File: src/rtl/ahb_s2m_pkg.sv
// Shared encodings for the AHB slave-to-master multiplexer.
// Holds the HTRANS and HRESP codes, the mux state encoding and a helper
// that decodes whether an address phase carries a real transfer.
package ahb_s2m_pkg;

  localparam logic [1:0] HTRANS_IDLE   = 2'b00;
  localparam logic [1:0] HTRANS_BUSY   = 2'b01;
  localparam logic [1:0] HTRANS_NONSEQ = 2'b10;
  localparam logic [1:0] HTRANS_SEQ    = 2'b11;

  localparam logic [1:0] HRESP_OKAY  = 2'b00;
  localparam logic [1:0] HRESP_ERROR = 2'b01;
  localparam logic [1:0] HRESP_RETRY = 2'b10;
  localparam logic [1:0] HRESP_SPLIT = 2'b11;

  typedef enum logic [1:0] {
    ST_IDLE = 2'd0,
    ST_SLV  = 2'd1,
    ST_ERR1 = 2'd2,
    ST_ERR2 = 2'd3
  } st_e;

  // NONSEQ and SEQ start a data phase; IDLE and BUSY never do.
  function automatic logic trans_active(input logic [1:0] htrans);
    return (htrans != HTRANS_IDLE) && (htrans != HTRANS_BUSY);
  endfunction

endpackage

File: src/rtl/ahb_s2m_onehot_enc.sv
// One-hot to index encoder for the decoder HSEL vector.
// idx is only meaningful when one_hot is set; multi flags two or more bits.
module ahb_s2m_onehot_enc #(
  parameter int NUM_SLAVES = 8,
  parameter int IDX_W      = $clog2(NUM_SLAVES)
) (
  input  logic [NUM_SLAVES-1:0] hsel,
  output logic [IDX_W-1:0]      idx,
  output logic                  one_hot,
  output logic                  multi
);

  // Clearing the lowest set bit leaves something only when several are set.
  always_comb begin
    idx     = '0;
    multi   = |(hsel & (hsel - NUM_SLAVES'(1)));
    one_hot = (|hsel) && !multi;
    for (int i = 0; i < NUM_SLAVES; i++) begin
      if (hsel[i]) begin
        idx = idx | IDX_W'(i);
      end
    end
  end

endmodule

File: src/rtl/ahb_s2m_mux_p.sv
// AHB slave-to-master multiplexer: routes HRDATA/HREADY/HRESP of the slave
// owning the current data phase back to the master.
// Optional build macro: AHB_S2M_DEFSLV_EN -- adds a built-in default slave
// that answers unmapped or multi-hot transfers with a two-cycle ERROR and
// ignores the slot-0 slave inputs. Without it, slot 0 is the external
// default slave and takes every unmapped or multi-hot transfer.
//
// state   | meaning
// --------+-----------------------------------------------------------
// ST_IDLE | no data phase in flight; zero-wait OKAY
// ST_SLV  | data phase owned by slave sel_q; its signals are muxed out
// ST_ERR1 | internal ERROR, first cycle (HREADY low)
// ST_ERR2 | internal ERROR, second cycle (HREADY high, next address sampled)
module ahb_s2m_mux_p #(
  parameter int NUM_SLAVES = 8,
  parameter int DATA_WIDTH = 32
) (
  input  logic                             HCLK,
  input  logic                             HRESETn,
  input  logic [1:0]                       HTRANS,
  input  logic [NUM_SLAVES-1:0]            HSEL,
  input  logic [NUM_SLAVES*DATA_WIDTH-1:0] HRDATA_S,
  input  logic [NUM_SLAVES-1:0]            HREADY_S,
  input  logic [2*NUM_SLAVES-1:0]          HRESP_S,
  output logic                             HREADY,
  output logic [1:0]                       HRESP,
  output logic [DATA_WIDTH-1:0]            HRDATA,
  output logic                             sel_err
);
  import ahb_s2m_pkg::*;

  localparam int IDX_W = $clog2(NUM_SLAVES);

`ifdef AHB_S2M_DEFSLV_EN
  localparam int FIRST_SLOT = 1;
`else
  localparam int FIRST_SLOT = 0;
`endif

  st_e              st_q, st_d;
  logic [IDX_W-1:0] sel_q, sel_d;
  logic             sel_err_q, sel_err_d;

  logic [IDX_W-1:0]      enc_idx;
  logic                  enc_one_hot;
  logic                  enc_multi;
  logic                  addr_active;
  logic                  addr_hit;

  logic                  slv_ready;
  logic [1:0]            slv_resp;
  logic [DATA_WIDTH-1:0] slv_data;

  logic                  hready_mux;
  logic [1:0]            hresp_mux;
  logic [DATA_WIDTH-1:0] hrdata_mux;

  ahb_s2m_onehot_enc #(
    .NUM_SLAVES (NUM_SLAVES),
    .IDX_W      (IDX_W)
  ) u_enc (
    .hsel    (HSEL),
    .idx     (enc_idx),
    .one_hot (enc_one_hot),
    .multi   (enc_multi)
  );

  assign addr_active = trans_active(HTRANS);

`ifdef AHB_S2M_DEFSLV_EN
  // Slot 0 belongs to the internal default slave, so a select on it is unmapped.
  assign addr_hit = enc_one_hot && (enc_idx != '0);

  logic unused_slot0;
  assign unused_slot0 = ^{HREADY_S[0], HRESP_S[1:0], HRDATA_S[DATA_WIDTH-1:0]};
`else
  assign addr_hit = enc_one_hot;
`endif

  // State, select and sticky error registers.
  always_ff @(posedge HCLK or negedge HRESETn) begin
    if (!HRESETn) begin
      st_q      <= ST_IDLE;
      sel_q     <= '0;
      sel_err_q <= 1'b0;
    end else begin
      st_q      <= st_d;
      sel_q     <= sel_d;
      sel_err_q <= sel_err_d;
    end
  end

  // Next state: sample the address phase only on HREADY high edges.
  always_comb begin
    st_d      = st_q;
    sel_d     = sel_q;
    sel_err_d = sel_err_q;
    if (hready_mux) begin
      if (addr_active) begin
        if (enc_multi) begin
          sel_err_d = 1'b1;
        end
        if (addr_hit) begin
          st_d  = ST_SLV;
          sel_d = enc_idx;
        end else begin
`ifdef AHB_S2M_DEFSLV_EN
          st_d  = ST_ERR1;
`else
          st_d  = ST_SLV;
          sel_d = '0;
`endif
        end
      end else begin
        st_d = ST_IDLE;
      end
    end
`ifdef AHB_S2M_DEFSLV_EN
    else if (st_q == ST_ERR1) begin
      st_d = ST_ERR2;
    end
`endif
  end

  // Single-level slave mux keyed by the registered select.
  always_comb begin
    slv_ready = 1'b1;
    slv_resp  = HRESP_OKAY;
    slv_data  = '0;
    for (int i = FIRST_SLOT; i < NUM_SLAVES; i++) begin
      if (sel_q == IDX_W'(i)) begin
        slv_ready = HREADY_S[i];
        slv_resp  = HRESP_S[2*i +: 2];
        slv_data  = HRDATA_S[i*DATA_WIDTH +: DATA_WIDTH];
      end
    end
  end

  // Master-facing outputs depend only on state, select and slave inputs.
  always_comb begin
    hready_mux = 1'b1;
    hresp_mux  = HRESP_OKAY;
    hrdata_mux = '0;
    case (st_q)
      ST_SLV: begin
        hready_mux = slv_ready;
        hresp_mux  = slv_resp;
        hrdata_mux = slv_data;
      end
`ifdef AHB_S2M_DEFSLV_EN
      ST_ERR1: begin
        hready_mux = 1'b0;
        hresp_mux  = HRESP_ERROR;
      end
      ST_ERR2: begin
        hready_mux = 1'b1;
        hresp_mux  = HRESP_ERROR;
      end
`endif
      default: begin
        hready_mux = 1'b1;
        hresp_mux  = HRESP_OKAY;
        hrdata_mux = '0;
      end
    endcase
  end

  assign HREADY  = hready_mux;
  assign HRESP   = hresp_mux;
  assign HRDATA  = hrdata_mux;
  assign sel_err = sel_err_q;

endmodule
File: config.mk
export PLATFORM = sky130hd
export DESIGN_NAME = ahb_s2m_mux_p
export DESIGN_NICKNAME = d
export VERILOG_FILES = /design/src/rtl/ahb_s2m_pkg.sv /design/src/rtl/ahb_s2m_onehot_enc.sv /design/src/rtl/ahb_s2m_mux_p.sv
export SDC_FILE = /design/constraint.sdc
export NUM_CORES = 1
export LEC_CHECK = 0
export CORE_AREA = 2 2 126 128
export CTS_CLUSTER_DIAMETER = 50
export DETAILED_ROUTE_END_ITERATION = 10
export DIE_AREA = 0 0 128 130
export GPL_TIMING_DRIVEN = 0
export PLACE_DENSITY = 0.7
export SLEW_MARGIN = 20
export SYNTH_ARGS = -nofsm -noshare
export SYNTH_HDL_FRONTEND = slang
export SYNTH_SLANG_ARGS = --single-unit
File: constraint.sdc
create_clock -name HCLK -period 2.2 [get_ports HCLK]
set_clock_uncertainty 0.2 [all_clocks]
set_input_delay 0.33 -clock HCLK [delete_from_list [all_inputs] [get_ports HCLK]]
set_output_delay 0.33 -clock HCLK [all_outputs]
set_load 0.005 [all_outputs]
==> metrics <==
average size of a mapped cell=slightly above 7 um^2; failing checks=negative setup slack; Ys Warns=0; Post-synth EDFFs=0; NetSw=roughly 0.59 mW; Crit Path Max Fanout=10; initial antenna violation count=1; Sw Ratio=0.326; Sequential cell area=approximately 130 um^2; die area=between 15000 and 20000 um^2; clock sinks=5; Yosys top cell area share=0.177; Hold Fails Final Rpt=0; Top FF cell, synth=dfrtp_1; Clock power frac=0.164; nets=~1.0k; Crit Path Class=flop to output port; Worst Path Buf+Inv=3; vias in the first global route=between 5k and 6k; LEAKAGE=~2.9 nW; Worst EP arrival=between 1.5 and 2 ns; VDD IR max=between 0.15 and 0.2 mV; maximum clock rate=~410 MHz; Routed Antenna Nets=0; top-count cell post-synth=o22ai_1; initial DRC count=274; internal power=1.23 mW; Placement Rows=46; M1 wire length=approximately 8.8 mm; Final Max Slew Viols=0; Worst Setup End Kind=output port; clk slew on worst S/H paths=0.04 ns; wire length of the first global-routing pass=around 30 mm; reg-to-reg endpoint=sel_q[0]; overall die height=about 130 um; area grow syn2layout=182%; I/O Pins=roughly 330; worst stage delay on the critical path=between 0.4 and 0.5 ns; RSZ-0062 raised after global routing=yes; sequential area share after synthesis=0.0452; GP Congestion=slightly below 0.9; Yosys reg bits=5; Crit-path slowest cell=dfrtp_2; Total Routing Usage GR=0.240; grt ovf=0; CTS tree=built; Cell Pwr Density=about 230 nW/um^2; min Tclk post-route=approximately 2.5 ns; Rel. slew slack=0.677; Die Wd=roughly 130 um; FF-to-FF setup slack=-0.03 ns; WL met2=~11 mm; most frequent cell on the critical path=buf_12; TritonRoute pass-1 iters=5; Mapped Area=between 2000 and 3000 um^2; worst-path cell chain=buf_12, buf_12, mux2_2, o22ai_2, a221oi_2, a21boi_2, buf_2; # diodes=0; number of fill cells in the layout=around 1.4k; CTS max path bufs=2; ys async rst share=1.00; H-tree lvl count=1; HPWL Detailed=15.9 mm; setup tns final=-6.90 ns; Core Area=15400 um^2; Worst Path Required=~1.7 ns; Crit path max-delay family=compound AO/OA/AOI/OAI gates; CTS root buf=clkbuf_16; cts-stage hold buffer count=0; # port buffers=roughly 330; Vias/cell=~5.3; DRC viols=0; per-cell routed wire length=23.3 um; DR vias=4925; Worst R2R Start=sel_q[0]; path type of the worst min-delay path=input port to asynchronous set/reset pin; Worst-Skew Late Latency=0.23 ns; Initial Util=0.180; Seq pwr share=0.057; worst slew pin tran=approximately 0.48 ns; WHS=roughly 0.12 ns; highest routed metal layer=met5; syn_nets=just under 700; Distinct cells, synth=48; CP Launch Type=flop; combinational power share=0.779; top cell type by total area after synthesis=a221oi_1; reg2reg path depth=6; fin crit share=1.12; Worst Slack Setup Final=-0.263 ns; metal3 WL=about 1.5 mm; Synth top cells by count=o22ai_1 (62), a221oi_1 (56), o21ai_0 (37); pin count of the biggest net entering global routing=11; total of max-cap violations=0; area of the multi-input gates=approximately 3300 um^2; outcome=finished, violations left; Total Routed Length=~22 mm; cell count after synthesis=between 300 and 400; share of layout cells above drive strength 1=0.379; CTS buffer count=3; Setup violations, final=36; total chip power=about 1.8 mW; top cells by area, synth=a221oi_1 (18%), o22ai_1 (14%), mux2_1 (7.7%), a21boi_1 (7.6%), o21ai_0 (6.7%)
per-layer routing:
| metal | up-vias | global-route usage |
|---|---|---|
| li1 | 2299 | - |
| met1 | 2371 | 0.287 |
| met2 | 232 | 0.448 |
| met3 | 21 | 0.0435 |
| met4 | 2 | 0.0498 |
| met5 | - | 0 |
through the flow:
step	std cells	util	cell area (um^2)	worst slack [ns]
2_1_floorplan	384	-	2770	0.170
3_3_place_gp	902	0.407	6270	-1.09
3_5_place_dp	902	0.407	6270	-1.04
4_1_cts	933	0.483	7440	-0.369
5_1_grt	934	0.507	7820	-0.317
6_report	934	0.507	7820	-0.263
registers in the layout, indices dropped and copies added (netlist names):
signal   flops
sel_q        3
sel_err      1
st_q         1
repair_timing:
action / CTS / global route
gates resized for setup: 364 / 89
hold endpoints to repair: 0 / 0
endpoints found under the setup margin: 37 / 39
pin swaps: 41 / 33
setup buffers: 23 / 4
cloned: 4 / 1
cells by family (layout without fill, tap and decap cells):
| group | after synthesis | in the layout | synth area share |
|---|---|---|---|
| compound gates | 214 | 214 | 0.542 |
| xor+xnor | 2 | 2 | 0.00633 |
| fa+ha+maj | 1 | 1 | 0.00362 |
| buf+inv | 55 | 413 | 0.0967 |
| flops | 5 | 5 | 0.0452 |
| mux | 42 | 42 | 0.191 |
| simple gates | 65 | 65 | 0.116 |
power by group through the flow:
stage / logic, mW / clock network (mW) / registers (mW)
3_5_place_dp: 1.17 / 0 / 0.104
5_1_grt: 1.50 / 0.307 / 0.104
6_report: 1.42 / 0.300 / 0.104
3_3_place_gp: 1.17 / 0 / 0.104
4_1_cts: 1.33 / 0.300 / 0.103
2_1_floorplan: 0.388 / 0 / 0.101
layout by cell type (no fill, tap or decap), drive strengths merged, types with 2 or more instances in the layout:
master and instances:
clkdlybuf4s50 289, buf 84, o22ai 62, a221oi 56, o21ai 40, nand2 36
mux2 33, a21boi 31, clkbuf 28, nor2 12, inv 8, mux4 5
a21oi 5, dfrtp 5, nand2b 5, a211oi 5, a21o 4, mux2i 4
nor2b 3, and2 3, a22oi 2, a32oi 2, o211ai 2, dlymetal6s2s 2
o32ai 2
worst max-delay path by stage:
| stage | start | to | slack, ns | cells past startpoint |
|---|---|---|---|---|
| after detailed placement | sel_q[1] | HRDATA[20] | -1.04 | 7 |
| after CTS | sel_q[0] | HRDATA[0] | -0.37 | 8 |
| after global routing | sel_q[0] | HRDATA[13] | -0.32 | 8 |
| after global placement | sel_q[1] | HRDATA[20] | -1.09 | 7 |
| after floorplan | sel_q[0] | sel_q[0] | 0.17 | 5 |
| final | sel_q[0] | HRDATA[13] | -0.26 | 7 |
area by class of cell:
| class | instances | share of cell area |
|---|---|---|
| Buffer | 45 | 0.0738 |
| Tap cell | 192 | 0.0307 |
| Clock buffer | 4 | 0.0101 |
| Sequential cell | 5 | 0.0162 |
| Timing Repair Buffer | 355 | 0.442 |
| Multi-Input combinational cell | 324 | 0.421 |
| Inverter | 9 | 0.00592 |
(Power assumes the default switching activity.)
